### config.mk
export PLATFORM = sky130hd
export DESIGN_NAME = axi4lite_arbiter
export DESIGN_NICKNAME = d
export VERILOG_FILES = /design/src/rtl/axi4lite_arbiter.sv
export SDC_FILE = /design/constraint.sdc
export NUM_CORES = 1
export LEC_CHECK = 0
export ABC_CLOCK_PERIOD_IN_PS = 1400
export BUFFER_PORTS_ARGS = -buffer_cell sky130_fd_sc_hd__buf_4
export CAP_MARGIN = 20
export CORE_AREA = 2 2 104 106
export CTS_CLUSTER_DIAMETER = 40
export DETAILED_ROUTE_END_ITERATION = 16
export DIE_AREA = 0 0 106 108
export GPL_TIMING_DRIVEN = 0
export PLACE_DENSITY = 0.6
export SLEW_MARGIN = 30
export SYNTH_ARGS = -nofsm -noshare
export SYNTH_HDL_FRONTEND = slang
export SYNTH_SLANG_ARGS = --single-unit
### constraint.sdc
create_clock -name s_axi_aclk -period 1.4 [get_ports s_axi_aclk]
set_input_delay 0.14 -clock s_axi_aclk [delete_from_list [all_inputs] [get_ports s_axi_aclk]]
set_output_delay 0.14 -clock s_axi_aclk [all_outputs]
set_load 0.05 [all_outputs]
### src/rtl/axi4lite_arbiter.sv
// Two-requester AXI4-Lite arbiter in front of a single shared AXI4-Lite slave.
// Only one transaction is in flight at a time. Requesters are served round-robin,
// and within the winning requester a write is served before a read.
module axi4lite_arbiter #(
  parameter int DATA_WIDTH = 32,
  parameter int ADDR_WIDTH = 6
) (
  input  logic                  s_axi_aclk,
  input  logic                  s_axi_aresetn,
  // requester 0
  input  logic [ADDR_WIDTH-1:0] s0_axi_awaddr,
  input  logic                  s0_axi_awvalid,
  output logic                  s0_axi_awready,
  input  logic [DATA_WIDTH-1:0] s0_axi_wdata,
  input  logic                  s0_axi_wvalid,
  output logic                  s0_axi_wready,
  output logic [1:0]            s0_axi_bresp,
  output logic                  s0_axi_bvalid,
  input  logic                  s0_axi_bready,
  input  logic [ADDR_WIDTH-1:0] s0_axi_araddr,
  input  logic                  s0_axi_arvalid,
  output logic                  s0_axi_arready,
  output logic [DATA_WIDTH-1:0] s0_axi_rdata,
  output logic                  s0_axi_rvalid,
  input  logic                  s0_axi_rready,
  // requester 1
  input  logic [ADDR_WIDTH-1:0] s1_axi_awaddr,
  input  logic                  s1_axi_awvalid,
  output logic                  s1_axi_awready,
  input  logic [DATA_WIDTH-1:0] s1_axi_wdata,
  input  logic                  s1_axi_wvalid,
  output logic                  s1_axi_wready,
  output logic [1:0]            s1_axi_bresp,
  output logic                  s1_axi_bvalid,
  input  logic                  s1_axi_bready,
  input  logic [ADDR_WIDTH-1:0] s1_axi_araddr,
  input  logic                  s1_axi_arvalid,
  output logic                  s1_axi_arready,
  output logic [DATA_WIDTH-1:0] s1_axi_rdata,
  output logic                  s1_axi_rvalid,
  input  logic                  s1_axi_rready,
  // shared slave
  output logic [ADDR_WIDTH-1:0] m_axi_awaddr,
  output logic                  m_axi_awvalid,
  input  logic                  m_axi_awready,
  output logic [DATA_WIDTH-1:0] m_axi_wdata,
  output logic                  m_axi_wvalid,
  input  logic                  m_axi_wready,
  input  logic [1:0]            m_axi_bresp,
  input  logic                  m_axi_bvalid,
  output logic                  m_axi_bready,
  output logic [ADDR_WIDTH-1:0] m_axi_araddr,
  output logic                  m_axi_arvalid,
  input  logic                  m_axi_arready,
  input  logic [DATA_WIDTH-1:0] m_axi_rdata,
  input  logic                  m_axi_rvalid,
  output logic                  m_axi_rready,
  // status
  output logic [1:0]            grant,
  output logic                  busy
);

  typedef enum logic [2:0] {IDLE, WR_ADDR, WR_RESP, RD_ADDR, RD_DATA} state_t;

  state_t state;
  logic   last_owner;
  logic   aw_done;
  logic   w_done;

  // request decode and round-robin pick
  logic wreq0, wreq1, req0, req1;
  logic win, win_wr;

  assign wreq0  = s0_axi_awvalid & s0_axi_wvalid;
  assign wreq1  = s1_axi_awvalid & s1_axi_wvalid;
  assign req0   = wreq0 | s0_axi_arvalid;
  assign req1   = wreq1 | s1_axi_arvalid;
  assign win    = (req0 & req1) ? ~last_owner : req1;
  assign win_wr = win ? wreq1 : wreq0;

  // owner-side view, selected by the registered grant
  logic                  owner;
  logic [ADDR_WIDTH-1:0] own_awaddr, own_araddr;
  logic [DATA_WIDTH-1:0] own_wdata;
  logic                  own_awvalid, own_wvalid, own_bready, own_arvalid, own_rready;

  assign owner       = grant[1];
  assign own_awaddr  = owner ? s1_axi_awaddr  : s0_axi_awaddr;
  assign own_awvalid = owner ? s1_axi_awvalid : s0_axi_awvalid;
  assign own_wdata   = owner ? s1_axi_wdata   : s0_axi_wdata;
  assign own_wvalid  = owner ? s1_axi_wvalid  : s0_axi_wvalid;
  assign own_bready  = owner ? s1_axi_bready  : s0_axi_bready;
  assign own_araddr  = owner ? s1_axi_araddr  : s0_axi_araddr;
  assign own_arvalid = owner ? s1_axi_arvalid : s0_axi_arvalid;
  assign own_rready  = owner ? s1_axi_rready  : s0_axi_rready;

  // signals returned toward the owner before steering by grant
  logic                  ret_awready, ret_wready, ret_bvalid, ret_arready, ret_rvalid;
  logic [1:0]            ret_bresp;
  logic [DATA_WIDTH-1:0] ret_rdata;

  logic aw_hs, w_hs;
  assign aw_hs = m_axi_awvalid & m_axi_awready;
  assign w_hs  = m_axi_wvalid  & m_axi_wready;
  assign busy  = (state != IDLE);

  // combinational forwarding between the owner and the slave for the current phase
  always_comb begin
    m_axi_awaddr  = '0;
    m_axi_awvalid = 1'b0;
    m_axi_wdata   = '0;
    m_axi_wvalid  = 1'b0;
    m_axi_bready  = 1'b0;
    m_axi_araddr  = '0;
    m_axi_arvalid = 1'b0;
    m_axi_rready  = 1'b0;
    ret_awready   = 1'b0;
    ret_wready    = 1'b0;
    ret_bvalid    = 1'b0;
    ret_bresp     = 2'b00;
    ret_arready   = 1'b0;
    ret_rvalid    = 1'b0;
    ret_rdata     = '0;
    case (state)
      WR_ADDR: begin
        // a channel already accepted stays silent until the response phase
        m_axi_awvalid = own_awvalid & ~aw_done;
        m_axi_awaddr  = (own_awvalid & ~aw_done) ? own_awaddr : '0;
        m_axi_wvalid  = own_wvalid & ~w_done;
        m_axi_wdata   = (own_wvalid & ~w_done) ? own_wdata : '0;
        ret_awready   = m_axi_awready & ~aw_done;
        ret_wready    = m_axi_wready & ~w_done;
      end
      WR_RESP: begin
        m_axi_bready = own_bready;
        ret_bvalid   = m_axi_bvalid;
        ret_bresp    = m_axi_bresp;
      end
      RD_ADDR: begin
        m_axi_arvalid = own_arvalid;
        m_axi_araddr  = own_arvalid ? own_araddr : '0;
        ret_arready   = m_axi_arready;
      end
      RD_DATA: begin
        m_axi_rready = own_rready;
        ret_rvalid   = m_axi_rvalid;
        ret_rdata    = m_axi_rdata;
      end
      default: ;
    endcase
  end

  // steer returned signals to the granted requester; the other sees zeros
  assign s0_axi_awready = ret_awready & grant[0];
  assign s0_axi_wready  = ret_wready  & grant[0];
  assign s0_axi_bvalid  = ret_bvalid  & grant[0];
  assign s0_axi_bresp   = grant[0] ? ret_bresp : 2'b00;
  assign s0_axi_arready = ret_arready & grant[0];
  assign s0_axi_rvalid  = ret_rvalid  & grant[0];
  assign s0_axi_rdata   = grant[0] ? ret_rdata : '0;
  assign s1_axi_awready = ret_awready & grant[1];
  assign s1_axi_wready  = ret_wready  & grant[1];
  assign s1_axi_bvalid  = ret_bvalid  & grant[1];
  assign s1_axi_bresp   = grant[1] ? ret_bresp : 2'b00;
  assign s1_axi_arready = ret_arready & grant[1];
  assign s1_axi_rvalid  = ret_rvalid  & grant[1];
  assign s1_axi_rdata   = grant[1] ? ret_rdata : '0;

  // transaction FSM: arbitration, handshake tracking and round-robin history
  always_ff @(posedge s_axi_aclk or negedge s_axi_aresetn) begin
    if (!s_axi_aresetn) begin
      state      <= IDLE;
      grant      <= 2'b00;
      last_owner <= 1'b1;
      aw_done    <= 1'b0;
      w_done     <= 1'b0;
    end else begin
      case (state)
        IDLE: begin
          if (req0 | req1) begin
            grant <= win ? 2'b10 : 2'b01;
            state <= win_wr ? WR_ADDR : RD_ADDR;
          end
        end
        WR_ADDR: begin
          if ((aw_done | aw_hs) & (w_done | w_hs)) begin
            state   <= WR_RESP;
            aw_done <= 1'b0;
            w_done  <= 1'b0;
          end else begin
            if (aw_hs) aw_done <= 1'b1;
            if (w_hs)  w_done  <= 1'b1;
          end
        end
        WR_RESP: begin
          if (m_axi_bvalid & m_axi_bready) begin
            state      <= IDLE;
            last_owner <= grant[1];
            grant      <= 2'b00;
          end
        end
        RD_ADDR: begin
          if (m_axi_arvalid & m_axi_arready) state <= RD_DATA;
        end
        RD_DATA: begin
          if (m_axi_rvalid & m_axi_rready) begin
            state      <= IDLE;
            last_owner <= grant[1];
            grant      <= 2'b00;
          end
        end
        default: state <= IDLE;
      endcase
    end
  end

endmodule

## Word-level counts from Yosys, hierarchy flattened

Index checks and enable logic that the tools add are counted.
Widths: inputs -> output; s select.

- Add/sub/neg operators: 0
- Multiply operators: 0
- Divide/modulo/power cells: 0
- $lt $le $gt $ge: 0
- Equality and inequality tests: 9
- Shift operators: 0
- Muxes and demuxes: 51
- Bitwise gates (word level): 31
- Reductions and logical operators: 11

Operators by type and width:

| kind | count |
|---|---|
| $mux 32 | 6 |
| $mux 6 | 6 |
| $and 1x1->1 | 23 |
| $mux 1 | 23 |
| $mux 2 | 8 |
| $mux 3 | 5 |
| $pmux 3 s5 | 1 |
| $ne 2x2->1 const B | 5 |
| $eq 3x2->1 const B | 2 |
| $pmux 2 s3 | 1 |
| $reduce_bool 2->1 | 3 |
| $reduce_bool 3->1 | 2 |
| $or 1x1->1 | 5 |
| $reduce_and 5->1 | 1 |
| $reduce_and 2->1 | 2 |
| $reduce_and 4->1 | 1 |
| $eq 3x1->1 const B | 1 |
| $eq 3x3->1 const B | 1 |
| $logic_not 3->1 | 1 |
| $not 1->1 | 3 |
| $reduce_and 3->1 | 1 |
| $pmux 1 s2 | 1 |

- Bits in registers: 8
- Latch bits: 0
- Memory bits (writable): 0
- Bits in read-only memories: 0
- Bits of input ports: 139
- Output and inout port bits: 130
- Word-level logic and storage cells: 107
- Memories: 0

## Logic depth before layout (Yosys ltp)

- Depth in word-level cells: 8
- Gate-level depth with buffers: 7
- Mapped depth without buffers: 6

## Least setup slack after synthesis

No wires, ideal clock.

- Kind: register to output
- Start: register grant[1]
- End: output m_axi_wdata[0]
- Data arrival time: 2.168 ns
- Data required time: 1.260 ns
- Path slack: -0.908 ns
- Cell stages (with the launch flop): 7
- Path buffers: 3
- Path through: dfrtp_1 buf_6 mux2i_1 or3_1 buf_2 buf_6 nor2_1

- Longest elaborated chain between the ends: 4
- Elaborated cells on any way between the ends: 5
- Those cells by class: 4 x mux; 1 x bitwise

Ends and longest elaborated chain:

| item | line | text |
|---|---|---|
| from (decl) | 59 | `output logic [1:0] grant,` |
| from (signal assigned) | 181 | `grant <= win ? 2'b10 : 2'b01;` |
| $mux 1 | 91 | `assign own_wvalid = owner ? s1_axi_wvalid : s0_axi_wvalid;` |
| $and 1x1->1 | 130 | `m_axi_wdata = (own_wvalid & ~w_done) ? own_wdata : '0;` |
| $mux 32 (*) | 130 |  |
| $mux 32 (*) | 124 | `case (state)` |
| to (decl) | 46 | `output logic [DATA_WIDTH-1:0] m_axi_wdata,` |

Every way passes the cells marked *; elsewhere a longest branch is shown, timed or not.

## Worst setup path after layout

- Start: register state[2]
- End: output m_axi_wdata[24]

- Longest elaborated chain between the ends: 2

Ends and longest elaborated chain:

| item | line | text |
|---|---|---|
| from (decl) | 65 | `state_t state;` |
| from (signal assigned) | 182 | `state <= win_wr ? WR_ADDR : RD_ADDR;` |
| $eq 3x1->1 | 124 |  |
| $mux 32 | 124 |  |

No other way between the ends.

==> results.txt <==
The path class of the tightest hold or removal check is in2reg. The count of buffers added on input and output ports is 268. The highest attainable clock frequency is 504 MHz. The sink count of the clock tree came out at 8. The number of vias after detailed routing came out at approximately 3300. The unique cell type count in the Yosys netlist is 34. STA classifies the critical path endpoint as a primary output. The overall die width came out at around 110 um.

The placement row count is 37. For this run, the register share of the synthesized area comes to 0.107. The placed instance count came out at 678. The synthesized area per cell came out at 6.85 um^2. The clock transition at the registers of the reported paths is 40 ps.

The tree is rooted in a sky130_fd_sc_hd__clkbuf_8. The global-route met2 utilization is 0.412. The die is 108 um tall. In this run the standard cell core region covers 10200 um^2. The routability congestion estimate from global placement is between 0.8 and 0.9. The initial antenna violation count is 0. The final cycle utilization of the critical path is 1.42. Leaving out fill and tap cells, the most frequent cell in the layout is sky130_fd_sc_hd__buf_4. Setup violations remaining at the end of the flow were counted as 134. For this run, the number of Yosys warnings is 0. The worst IR drop on VDD came out at 0.000708 V. The worst-case clock buffer depth came out at 2.

After detailed routing, the number of vias per cell comes to 4.50. The filler-free cell count of the finished design came out at 726. For the final database, setup skew stands at 3.61 ps. For the pin with the worst max-slew slack, the measured transition is 413 ps. The average wire length per cell after detail routing came out at ~17 um. The number of cells on the worst hold path came out at 3.

The most crowded layer after global routing is met2. For this run, the total global-route usage over all layers was measured as 0.205. Setup repair after global routing could not meet its margin everywhere. Synthesis inferred 8 register bits. The final hold violation count is 0. Of all cell types, the one taking the most synthesized area is sky130_fd_sc_hd__mux2i_1.

The required time of the critical path came out at between 1000 and 1500 ps. The starting DRC count in detailed routing came out at 98. The leakage dissipation is 3.06 nW. For this run, design rule violations remaining after detail routing come to 0. The number of max-capacitance violations reported came out at 0. The worst setup path is launched from a flip-flop.

In the layout the commonest cells are sky130_fd_sc_hd__buf_4, sky130_fd_sc_hd__buf_8, sky130_fd_sc_hd__and2_4, sky130_fd_sc_hd__buf_6, sky130_fd_sc_hd__nor2_4. The top-level port count is 269. After layout, the design draws a total of 7.76 mW. The largest net degree at the start of global routing is 11.

The run finished, with violations left. The total negative slack for setup checks is -58600 ps. The headroom to the max-slew limit came out at 0.722. The number of optimization iterations in the first detailed-route pass came out at 4. The sum of routed wire length over all layers is approximately 13000 um. The type of the worst setup path is reg2out.

The layout-stage area growth over the synthesis result came out at 256%. By area the synthesized netlist is led by sky130_fd_sc_hd__mux2i_1, sky130_fd_sc_hd__and2_1, sky130_fd_sc_hd__nor2_1. TritonCTS built the clock tree.

Once detailed placement completed, the half-perimeter wirelength came to 8900 um. The critical-path maximum fanout is 7. In the global route stage, met3 resource usage came out at 0.0470. The initial utilization of the core area, before any placement, comes to 0.183.

The number of nets at the end of the flow came out at 730. The checks that failed: setup timing. 0 antenna diodes ended up in the layout.

The ratio of cells with drive above 1 in the final layout came out at 0.864. The detail route stage leaves a number of antenna-violating nets equal to 0. The final critical delay including setup and external delays came out at 1980 ps. The number of H-tree levels is 1. The final worst slack is -583 ps. The number of global-route vias before repair is 3532.

The wire length of the first global-routing pass came out at 18700 um. The cell count after synthesis came out at 274. Of the post-synthesis cell area, the dominant cell type holds 0.256. The placed cell area came out at between 4000 and 5000 um^2.

Data on the critical path arrives at its endpoint at about 1800 ps. The number of max-slew violations in the final report is 0. The clock insertion delay at the later pin of the skew report came out at 230 ps. For this run, global-route usage on met1 was measured as 0.219. The depth of the worst register-to-register path is 7.

Summed over all layers, the global routing overflow is 0. The power per unit of standard cell area came out at 1160 nW/um^2. The full die area came out at 11400 um^2. The number of clock buffers added by TritonCTS is 3. The area of all placed cells without fillers is 6670 um^2. The cell area that synthesis handed to floorplanning was between 1500 and 2000 um^2. The number of nets in the synthesized netlist is 413.
[per-stage QoR]
| stage | utilization | hold WS [ps] | setup slack (ps) |
|---|---|---|---|
| floorplan | - | -156 | -465 |
| global placement | 0.469 | -33.3 | -535 |
| detailed placement | 0.469 | -33.0 | -552 |
| CTS | 0.631 | 181 | -568 |
| global route | 0.652 | 205 | -615 |
| finish | 0.652 | 184 | -583 |
[where the power goes]
part           switching (mW)  leakage, nW  internal (mW)
registers               0.203       0.0937          0.360
logic                    3.44         2.95           3.46
clock network           0.102       0.0228          0.198
[metal layers]
layer | part of all wire | vias up
li1 | - | 1556
met1 | 0.35 | 1538
met2 | 0.57 | 152
met3 | 0.063 | 18
met4 | 0.017 | 0
met5 | 0 | -
[critical path, stage by stage (launching register included)]
cell and delay [ps]:
sky130_fd_sc_hd__dfrtp_1 400, sky130_fd_sc_hd__nor2_4 160, sky130_fd_sc_hd__nand2_4 70, sky130_fd_sc_hd__or3_4 400, sky130_fd_sc_hd__buf_12 170, sky130_fd_sc_hd__buf_12 150, sky130_fd_sc_hd__nor2_4 110, sky130_fd_sc_hd__buf_8 150
[worst paths after layout]
kind / start / end / slack (ps)
max reg2reg: grant[1] / state[1] / -310
max in group asynchronous: s_axi_aresetn / last_owner / 900
min in group asynchronous: s_axi_aresetn / w_done / 290
max: state[2] / m_axi_wdata[24] / -580
min reg2reg: last_owner / last_owner / 610
min: m_axi_arready / state[2] / 180
[kinds of logic after synthesis]
family                 after synthesis  synth area share
buffers and inverters               27            0.0780
AOI/OAI and AO/OA                   23            0.0840
DFF                                  8             0.107
muxes                               49             0.264
and+or+nand+nor                    167             0.467
[layout make-up]
class | count | area, um^2
Multi-Input combinational cell | 239 | 2390
Fill cell | 804 | 3560
Tap cell | 136 | 170
Sequential cell | 8 | 206
Clock buffer | 4 | 45.0
Inverter | 7 | 43.8
Buffer | 17 | 339
Timing Repair Buffer | 315 | 3480
[cell usage after synthesis]
cell type,count
sky130_fd_sc_hd__and2_1,67
sky130_fd_sc_hd__nor2_1,59
sky130_fd_sc_hd__mux2i_1,48
sky130_fd_sc_hd__and3_1,12
sky130_fd_sc_hd__nand2_1,10
sky130_fd_sc_hd__a21oi_1,9
sky130_fd_sc_hd__clkbuf_1,9
sky130_fd_sc_hd__dfrtp_1,7
sky130_fd_sc_hd__inv_1,7
sky130_fd_sc_hd__buf_2,6
sky130_fd_sc_hd__buf_6,5
sky130_fd_sc_hd__nand3_1,4
sky130_fd_sc_hd__a211oi_1,3
sky130_fd_sc_hd__nor3_1,3
sky130_fd_sc_hd__a21o_1,2
sky130_fd_sc_hd__nor2b_1,2
sky130_fd_sc_hd__o211ai_1,2
sky130_fd_sc_hd__o21ai_0,2
sky130_fd_sc_hd__or3_1,2
sky130_fd_sc_hd__a32oi_1,1
sky130_fd_sc_hd__and2b_1,1
sky130_fd_sc_hd__and3b_1,1
sky130_fd_sc_hd__dfstp_2,1
sky130_fd_sc_hd__mux2_4,1
sky130_fd_sc_hd__nand2b_1,1
sky130_fd_sc_hd__nand2b_2,1
sky130_fd_sc_hd__nand3b_1,1
sky130_fd_sc_hd__nor3_2,1
sky130_fd_sc_hd__nor3b_1,1
sky130_fd_sc_hd__o221a_2,1
sky130_fd_sc_hd__o22ai_1,1
sky130_fd_sc_hd__o31ai_1,1
sky130_fd_sc_hd__o41ai_2,1
sky130_fd_sc_hd__or2_2,1
[flip-flops by register name, summed over array words and instances (netlist names)]
register	flops
aw_done	1
grant	2
last_owner	1
state	3
w_done	1
[what timing repair did]
action,CTS,global route
pin swaps,27,6
gates cloned,10,2
hold endpoints to repair,8,0
setup buffers,29,6
hold buffers,1,0
endpoints found under the setup margin,133,134
resized for setup,286,45
No activity file was read; power rests on OpenSTA's default activity.
